--- config.mk ---
export PLATFORM = sky130hd
export DESIGN_NAME = control_multiciclo
export DESIGN_NICKNAME = d
export VERILOG_FILES = /design/src/rtl/control_multiciclo.sv
export SDC_FILE = /design/constraint.sdc
export NUM_CORES = 1
export LEC_CHECK = 0
export ABC_AREA = 1
export CAP_MARGIN = 15
export CORE_MARGIN = 1
export CORE_UTILIZATION = 40
export DETAILED_ROUTE_END_ITERATION = 10
export MAX_ROUTING_LAYER = met4
export PLACE_DENSITY = 0.73
export SETUP_SLACK_MARGIN = 0.2
export SYNTH_ARGS = -nofsm -noshare
export SYNTH_HDL_FRONTEND = slang
export SYNTH_SLANG_ARGS = --single-unit
--- constraint.sdc ---
create_clock -name clk -period 2.62 [get_ports clk]
set_clock_uncertainty 0.1 [all_clocks]
set_input_delay 0.393 -clock clk [delete_from_list [all_inputs] [get_ports clk]]
set_output_delay 0.393 -clock clk [all_outputs]
set_load 0.01 [all_outputs]
--- src/rtl/control_multiciclo.sv ---
// ---------------------------------------------------------------------------
// control_multiciclo
// Multi-cycle MIPS-subset controller. Steps each instruction through
// FETCH / DECODE / execute / memory / write-back states and drives the
// datapath strobes for the current step. Supports R-type (add, sub, and,
// or, slt), addi, lw, sw and beq; anything else parks the controller in
// TRAP until reset.
//
// Ports
//   clk      in   rising-edge clock
//   rst_n    in   synchronous active-low reset
//   run      in   level; 1 = leave IDLE and keep fetching, 0 = halt at the
//                 next instruction boundary
//   opcode   in   [5:0] instruction bits 31:26, used in DECODE
//   funct    in   [5:0] instruction bits 5:0, used in DECODE
//   zf       in   ALU zero flag, used in BRANCH
//   pc_en    out  PC write
//   ir_en    out  instruction register load
//   br       out  register-bank write enable
//   regdst   out  1 = rd, 0 = rt
//   mem_rd   out  memory read strobe
//   mem_wr   out  memory write strobe
//   alusrc   out  1 = sign-extended immediate as ALU operand B
//   memtoreg out  1 = memory data to register bank
//   pc_src   out  1 = branch target to PC
//   aluop    out  [2:0] ALU operation
//   busy     out  controller not in IDLE
//   illegal  out  sticky bad-instruction flag
//   retired  out  [15:0] completed-instruction count (wraps)
// ---------------------------------------------------------------------------
module control_multiciclo (
    input  logic        clk,
    input  logic        rst_n,
    input  logic        run,
    input  logic [5:0]  opcode,
    input  logic [5:0]  funct,
    input  logic        zf,
    output logic        pc_en,
    output logic        ir_en,
    output logic        br,
    output logic        regdst,
    output logic        mem_rd,
    output logic        mem_wr,
    output logic        alusrc,
    output logic        memtoreg,
    output logic        pc_src,
    output logic [2:0]  aluop,
    output logic        busy,
    output logic        illegal,
    output logic [15:0] retired
);

    localparam logic [5:0] OP_RTYPE = 6'b000000;
    localparam logic [5:0] OP_ADDI  = 6'b001000;
    localparam logic [5:0] OP_LW    = 6'b100011;
    localparam logic [5:0] OP_SW    = 6'b101011;
    localparam logic [5:0] OP_BEQ   = 6'b000100;

    localparam logic [2:0] ALU_AND  = 3'b000;
    localparam logic [2:0] ALU_OR   = 3'b001;
    localparam logic [2:0] ALU_ADD  = 3'b010;
    localparam logic [2:0] ALU_SUB  = 3'b110;
    localparam logic [2:0] ALU_SLT  = 3'b111;

    typedef enum logic [3:0] {
        IDLE,
        FETCH,
        DECODE,
        EXEC_R,
        EXEC_I,
        MEM_ADDR,
        MEM_RD,
        MEM_WR,
        WB_R,
        WB_MEM,
        BRANCH,
        TRAP
    } state_t;

    state_t      state;
    state_t      state_next;
    logic [5:0]  op_q;
    logic [5:0]  funct_q;
    logic [15:0] retired_q;
    logic        illegal_q;
    logic        complete;

    // R-type funct field to ALU operation.
    function automatic logic [2:0] alu_r(input logic [5:0] f);
        case (f)
            6'b100000: alu_r = ALU_ADD;
            6'b100010: alu_r = ALU_SUB;
            6'b100100: alu_r = ALU_AND;
            6'b100101: alu_r = ALU_OR;
            6'b101010: alu_r = ALU_SLT;
            default:   alu_r = ALU_AND;
        endcase
    endfunction

    function automatic logic funct_ok(input logic [5:0] f);
        case (f)
            6'b100000, 6'b100010, 6'b100100,
            6'b100101, 6'b101010: funct_ok = 1'b1;
            default:              funct_ok = 1'b0;
        endcase
    endfunction

    // The four states that finish an instruction.
    assign complete = (state == WB_R) || (state == WB_MEM) ||
                      (state == MEM_WR) || (state == BRANCH);

    // State register
    always_ff @(posedge clk) begin
        if (!rst_n) begin
            state <= IDLE;
        end else begin
            state <= state_next;
        end
    end

    // Instruction fields are latched while leaving DECODE; later states
    // (EXEC_R, MEM_ADDR, WB_R) work from this copy, not the live inputs.
    always_ff @(posedge clk) begin
        if (state == DECODE) begin
            op_q    <= opcode;
            funct_q <= funct;
        end
    end

    always_ff @(posedge clk) begin
        if (!rst_n) begin
            retired_q <= 16'd0;
            illegal_q <= 1'b0;
        end else begin
            if (complete) begin
                retired_q <= retired_q + 16'd1;
            end
            if (state_next == TRAP) begin
                illegal_q <= 1'b1;
            end
        end
    end

    // Next-state logic
    always_comb begin
        state_next = state;
        case (state)
            IDLE:     if (run) state_next = FETCH;
            FETCH:    state_next = DECODE;
            DECODE: begin
                case (opcode)
                    OP_RTYPE:     state_next = funct_ok(funct) ? EXEC_R : TRAP;
                    OP_ADDI:      state_next = EXEC_I;
                    OP_LW, OP_SW: state_next = MEM_ADDR;
                    OP_BEQ:       state_next = BRANCH;
                    default:      state_next = TRAP;
                endcase
            end
            EXEC_R:   state_next = WB_R;
            EXEC_I:   state_next = WB_R;
            MEM_ADDR: state_next = (op_q == OP_LW) ? MEM_RD : MEM_WR;
            MEM_RD:   state_next = WB_MEM;
            WB_R, WB_MEM, MEM_WR, BRANCH:
                      state_next = run ? FETCH : IDLE;
            TRAP:     state_next = TRAP;
            default:  state_next = IDLE;
        endcase
    end

    // Output logic
    always_comb begin
        pc_en    = 1'b0;
        ir_en    = 1'b0;
        br       = 1'b0;
        regdst   = 1'b0;
        mem_rd   = 1'b0;
        mem_wr   = 1'b0;
        alusrc   = 1'b0;
        memtoreg = 1'b0;
        pc_src   = 1'b0;
        aluop    = 3'b000;
        case (state)
            FETCH: begin
                mem_rd = 1'b1;
                ir_en  = 1'b1;
                pc_en  = 1'b1;
                aluop  = ALU_ADD;
            end
            EXEC_R: begin
                aluop = alu_r(funct_q);
            end
            EXEC_I, MEM_ADDR: begin
                alusrc = 1'b1;
                aluop  = ALU_ADD;
            end
            WB_R: begin
                br     = 1'b1;
                regdst = (op_q == OP_RTYPE);
            end
            MEM_RD: begin
                mem_rd = 1'b1;
            end
            WB_MEM: begin
                br       = 1'b1;
                memtoreg = 1'b1;
            end
            MEM_WR: begin
                mem_wr = 1'b1;
            end
            BRANCH: begin
                aluop  = ALU_SUB;
                pc_en  = zf;
                pc_src = zf;
            end
            default: begin
            end
        endcase
    end

    assign busy    = (state != IDLE);
    assign illegal = illegal_q;
    assign retired = retired_q;

endmodule

==> summary.md, run 1 <==
| Metric | Value |
|---|---|
| Slew headroom | 0.796 |
| Vias | approximately 1.6k |
| Buffers added on ports | 45 |
| Power Dens Cells | 498 nW/um^2 |
| Initial antenna violation count | 0 |
| Post-CTS Repair Setup Buffers | 0 |
| IO Count | between 40 and 50 |
| Final Max Tran Viols | 0 |
| Layout cells sized above 1 | 0.0746 |
| 1st-iter DRT viols | 75 |
| Post-synthesis net count | 259 |
| Synthesized flop and latch total | 33 |
| CP dominant cell by count | nand3_1 |
| DR WL/cell | 10.7 microns |
| Cell with the most instances after synthesis | nand2_1 |
| Top cell type by total area after synthesis | dfxtp_1 |
| Number of global-route vias before repair | between 1k and 1.5k |
| Final #Nets | 311 |
| Hold_buf cts | 0 |
| CTS buffer count | 5 |
| Synth top cells by count | nand2_1, nor2_1, inv_1 |
| Tcrit/Tclk final | 0.868 |
| Min-Delay Path Class | reg2reg |
| Arrival @ worst endpoint | 1.78 ns |
| Crit path max-delay family | buffers and inverters |
| Yosys cell types | 25 |
| Tot GR Track Use | 0.188 |
| Post-Route WL | between 3000 and 4000 microns |
| CTS-repair resized insts | 0 |
| Critical setup path kind | reg2out |
| Min cycle time layout | 2.27 ns |
| Die Width | 67.3 microns |
| Worst Path Required | 2.13 ns |
| DP Wirelength | 2870 microns |
| CP Launch Type | register |
| Ys Warns | 0 |
| Final hold slack | 0.398 ns |
| Hold Crit Endpoint | retired[7]$_SDFFE_PN0P_ |
| Routed Antenna Nets | 0 |
| RSZ-0062 raised after global routing | false |
| Initial core utilization | 0.421 |
| Row count | 23 |
| Core Area | 4060 sq um |
| N_diodes | 0 |
| # H-tree levels | 2 |
| Critical Path Fanout Max | 3 |
| VDD IR max | roughly 0.00029 V |
| Die Ht | 67.3 microns |
| Total iterations of the first detailed-routing run | 4 |
| Worst r2r dst | retired[13]$_SDFFE_PN0P_ |
| Number of max-cap violations | 0 |
| Full die area | 4540 sq um |
| Vias per inst | 4.70 |
| Gr ovfl total | 0 |
| Post-Synthesis Cell Area | 1710 sq um |
| Top-area cell type share of the netlist area | 0.246 |
| Reg clk slew, reported paths | 0.07 ns |
| R2R setup slack | roughly 0.85 ns |
| Placer's final routability congestion estimate | 0.878 |
| F_max | 0.440 GHz |
| Setup TNS | 0 ns |
| Ys flop type | dfxtp_1 |
| CTS Buffer Depth | 2 |
| Synth area leaders | dfxtp_1, edfxtp_1, nand2_1 |
| Avg Cell Area, Syn | 7.06 sq um |
| First-pass GRT wire length | 6210 microns |
| Seq/Total Area, Yosys | 0.457 |
| Post-synth EDFFs | 12 |
| Setup violators final | 0 |
| Final hold violation count | 0 |
| Root Buffer | clkbuf_8 |
| Critical-path cell list | inv_1 -> nand2_1 -> nor3_1 -> nand3_1 -> nand3_1 -> clkdlybuf4s50_1 |
| Clock sinks | 33 |
| Largest net degree at the start of global routing | 16 |
| CTS tree | built |
| RR Startpoint | state[2]$_SDFF_PN0_ |
| Residual DRC | 0 |
| Leakage | roughly 0.99 nW |
| Worst skew pair latency | approximately 0.28 ns |
| WP buf/inv | 2 |
| Status | completed |
| R2R depth | 9 |
| Post-Syn Instances | 242 |
| Ys async rst share | 0 |
| Critical path endpoint category | output pin |
| Area Growth Syn to Fin | 35.2% |
| Slowest-stage cell, CP | clkdlybuf4s50_1 |
| Tightest Pin Transition | 0.305 ns |
| Min-Delay Path Depth | 2 |
| Slowest stage delay, CP | 0.54 ns |
| Hold Startpoint | retired[7]$_SDFFE_PN0P_ |
## flip-flops by register name, indices dropped and copies added (netlist names)
signal / count
state: 4
op_q: 6
illegal: 1
retired: 16
funct_q: 6
## worst min-delay path: cells and delay by family (launching register included)
family	cells	cell delay, ns
buffers and inverters	1	0.07
DFF	1	0.32
AOI/OAI and AO/OA	1	0.06
## routing by layer
metal / part of all wire / vias up / GRT usage
met1: 0.49 / 703 / 0.234
met3: 0.046 / 5 / 0.0456
met5: 0 / - / -
li1: - / 873 / -
met2: 0.45 / 42 / 0.283
met4: 0.014 / 0 / 0.0957
## metrics by stage
stage | total power [W] | area [sq um] | cells | worst slack, ns | util
floorplan | 0.000700 | 1710 | 242 | 0.988 | -
global placement | 0.000792 | 2210 | 337 | 0.553 | 0.545
detailed placement | 0.000796 | 2210 | 337 | 0.500 | 0.545
CTS | 0.00116 | 2300 | 345 | 0.209 | 0.566
global route | 0.00121 | 2310 | 345 | 0.206 | 0.569
finish | 0.00115 | 2310 | 345 | 0.346 | 0.569
## placed cells by master, fill, tap and decap left out, types with 2 or more instances in the layout
| master | n |
|---|---|
| edfxtp_1 | 12 |
| clkbuf_8 | 5 |
| nor2_2 | 5 |
| nor2_1 | 46 |
| dlymetal6s2s_1 | 2 |
| buf_4 | 2 |
| o21ai_0 | 10 |
| nand3_1 | 18 |
| dfxtp_1 | 19 |
| clkinv_2 | 3 |
| dfxtp_2 | 2 |
| nor3_1 | 7 |
| clkdlybuf4s50_1 | 43 |
| nand2_2 | 3 |
| a21oi_1 | 13 |
| nand4_1 | 2 |
| nand2_1 | 51 |
| inv_1 | 40 |
## area by class of cell
cell class | instances | area, sq um
tap | 50 | 62.6
fill | 385 | 1750
inverter | 41 | 155
clock buffer | 6 | 72.6
clock inverter | 2 | 10.0
multi-input combinational | 166 | 754
sequential | 33 | 783
timing repair buffer | 47 | 470
## logic make-up after synthesis
logic type / synth area share
flip-flops: 0.457
AO/OA/AOI/OAI: 0.0872
buffers and inverters: 0.104
adder cells (fa/ha/maj): 0.00732
AND/OR/NAND/NOR: 0.344
## how the worst max path moves through the flow
stage | from | end | cells after the start
3_3_place_gp | zf | pc_en | 4
4_1_cts | state[1]$_SDFF_PN0_ | aluop[0] | 7
5_1_grt | state[2]$_SDFF_PN0_ | aluop[1] | 6
3_5_place_dp | zf | pc_en | 4
6_report | funct_q[4]$_DFFE_PP_ | aluop[1] | 6
2_1_floorplan | state[1]$_SDFF_PN0_ | illegal$_SDFFE_PN0N_ | 8
## where the power goes
| part | internal, W | switching (W) |
|---|---|---|
| Sequential | 0.000563 | 0.0000196 |
| Clock | 0.000184 | 0.000178 |
| Combinational | 0.0000948 | 0.000110 |
| Total | 0.000841 | 0.000308 |
(Power assumes the default switching activity.)
==> run 2: changes to the inputs <==
Settings changed: PLACE_DENSITY 0.73 to 0.68.
==> run 2 against run 1 <==
Against the previous run: clock power is 16% higher; wire length increased by 4.2%; combinational power about the same; non-clock buffer count did not move; fmax fell by 0.62%; clock-buffer cell count up 1; global-route usage shrank 0.50 points; largest cell class unchanged; critical path depth unchanged.
==> summary.md, run 2 (synthesis results as in run 1) <==
| Metric | Value |
|---|---|
| Status | completed |
| Critical setup path kind | reg2out |
| CTS Buffer Depth | 2 |
| VDD IR max | about 0.00025 V |
| Root Buffer | clkbuf_8 |
| Arrival @ worst endpoint | roughly 1.8 ns |
| Critical path endpoint category | output pin |
| Number of global-route vias before repair | roughly 1.4k |
| Clock sinks | 33 |
| Final #Nets | 311 |
| Die Width | 67.3 microns |
| Most common cell after layout, fill and taps aside | nand2_1 |
| First-pass GRT wire length | roughly 6000 microns |
| Hold_buf cts | 0 |
| Initial antenna violation count | 0 |
| 1st-iter DRT viols | 82 |
| Min-Delay Path Depth | 2 |
| Placed instance count | about 340 |
| Vias | 1650 |
| Fin cells | 345 |
| Min-Delay Path Class | reg2reg |
| RSZ-0062 raised after global routing | false |
| Most frequent cells in the layout | nand2_1, nor2_1, clkdlybuf4s50_1 |
| R2R depth | 9 |
| Filler cells | ~380 |
| Residual DRC | 0 |
| Final hold slack | about 0.4 ns |
| Largest net degree at the start of global routing | 13 |
| # H-tree levels | 2 |
| Slew headroom | 0.773 |
| Total iterations of the first detailed-routing run | 4 |
| DP Wirelength | between 2000 and 3000 microns |
| Core Area | ~4100 sq um |
| Buffers added on ports | 45 |
| Tcrit/Tclk final | 0.873 |
| F_max | roughly 0.44 GHz |
| Layout cells sized above 1 | 0.0847 |
| N_diodes | 0 |
| Critical Path Fanout Max | 6 |
| Leakage | 1.01 nW |
| Top routing layer used | met4 |
| Final hold violation count | 0 |
| Die Ht | 67.3 microns |
| Setup TNS | 0 ns |
| Worst skew pair latency | 0.28 ns |
| DR WL/cell | 11.1 microns |
| Worst Path Required | about 2.1 ns |
| Post-CTS Repair Setup Buffers | 0 |
| Area Growth Syn to Fin | 36.8% |
| Number of max-cap violations | 0 |
| Reg clk slew, reported paths | approximately 0.070 ns |
| Routed Antenna Nets | 0 |
| Tightest Pin Transition | 0.341 ns |
| Tot GR Track Use | 0.183 |
| Setup violators final | 0 |
| Power Dens Cells | 518 nW/um^2 |
| Final Max Tran Viols | 0 |
| Metal3 WL | slightly below 200 microns |
| Min cycle time layout | roughly 2.3 ns |
| CP Launch Type | register |
| Placer's final routability congestion estimate | between 0.7 and 0.8 |
| IO Count | 46 |
| Full die area | 4540 sq um |
| Row count | 23 |
| WL met2 | approximately 1800 microns |
| Gr ovfl total | 0 |
| M1 WL | approximately 1800 microns |
| Vias per inst | 4.78 |
| CTS tree | built |
| Post-Route WL | 3840 microns |
| Initial core utilization | 0.421 |
| CTS buffer count | 5 |
| Largest register FFs | 16 |
-- run 2: cell types whose count changed in the layout (fill, tap and decap cells not counted) --
cell      delta
nor3_1       -2
nor3_2       +2
clkbuf_8     +2
dfxtp_2      +1
nor2_2       -1
nor2_1       +1
clkinv_2     -1
clkbuf_1     -1
dfxtp_1      -1
-- run 2: area by class of cell --
type / instances / area, sq um / area share
sequential: 33 / 785 / 0.336
multi-input combinational: 166 / 762 / 0.326
timing repair buffer: 47 / 470 / 0.201
inverter: 41 / 155 / 0.0664
clock buffer: 7 / 96.3 / 0.0412
tap: 50 / 62.6 / 0.0268
clock inverter: 1 / 5.00 / 0.00214
-- run 2: what timing repair did --
action                                 CTS  global route
endpoints found under the hold margin    0             0
setup endpoints to repair                0             5
gates resized for setup                  0             8
-- run 2: layer usage --
layer	GRT usage	vias up
li1	-	873
met4	0.0798	0
met3	0.0389	7
met1	0.239	719
met5	-	-
met2	0.271	51
-- run 2: per-stage QoR --
step                      area (sq um)  setup WS [ns]  power [W]   util
after floorplan                   1710          0.988   0.000700      -
after global placement            2210          0.558   0.000795  0.545
after detailed placement          2210          0.502   0.000798  0.545
after CTS                         2310          0.207    0.00122  0.570
after global routing              2340          0.186    0.00127  0.576
final                             2340          0.332    0.00121  0.576
-- run 2: report_power, final --
group,total (W),switching [W],internal [W]
Clock,0.000420,0.000182,0.000237
Sequential,0.000583,0.0000205,0.000563
Combinational,0.000207,0.000112,0.0000947
Total,0.00121,0.000315,0.000895
-- run 2: path summary, 6_finish.rpt --
path	from	end	slack [ns]
worst max register to register	state[2]$_SDFF_PN0_	retired[13]$_SDFFE_PN0P_	0.87
worst min-delay path	retired[14]$_SDFFE_PN0P_	retired[14]$_SDFFE_PN0P_	0.40
worst min register to register	retired[14]$_SDFFE_PN0P_	retired[14]$_SDFFE_PN0P_	0.40
worst max-delay path	state[3]$_SDFF_PN0_	mem_rd	0.33
-- run 2: critical path, stage by stage (launching register included) --
cell             delay, ns
dfxtp_2               0.35
nor2_2                0.16
inv_1                 0.09
nor2_1                0.21
inv_1                 0.08
o21ai_0               0.07
clkdlybuf4s50_1       0.55
==> run 3: changes to the inputs <==
Settings changed: ABC_CLOCK_PERIOD_IN_PS set to 2620, CORE_MARGIN 1 to not set.
==> results of run 3 <==
Final layout, timing and power as in run 2 (identical DEF).
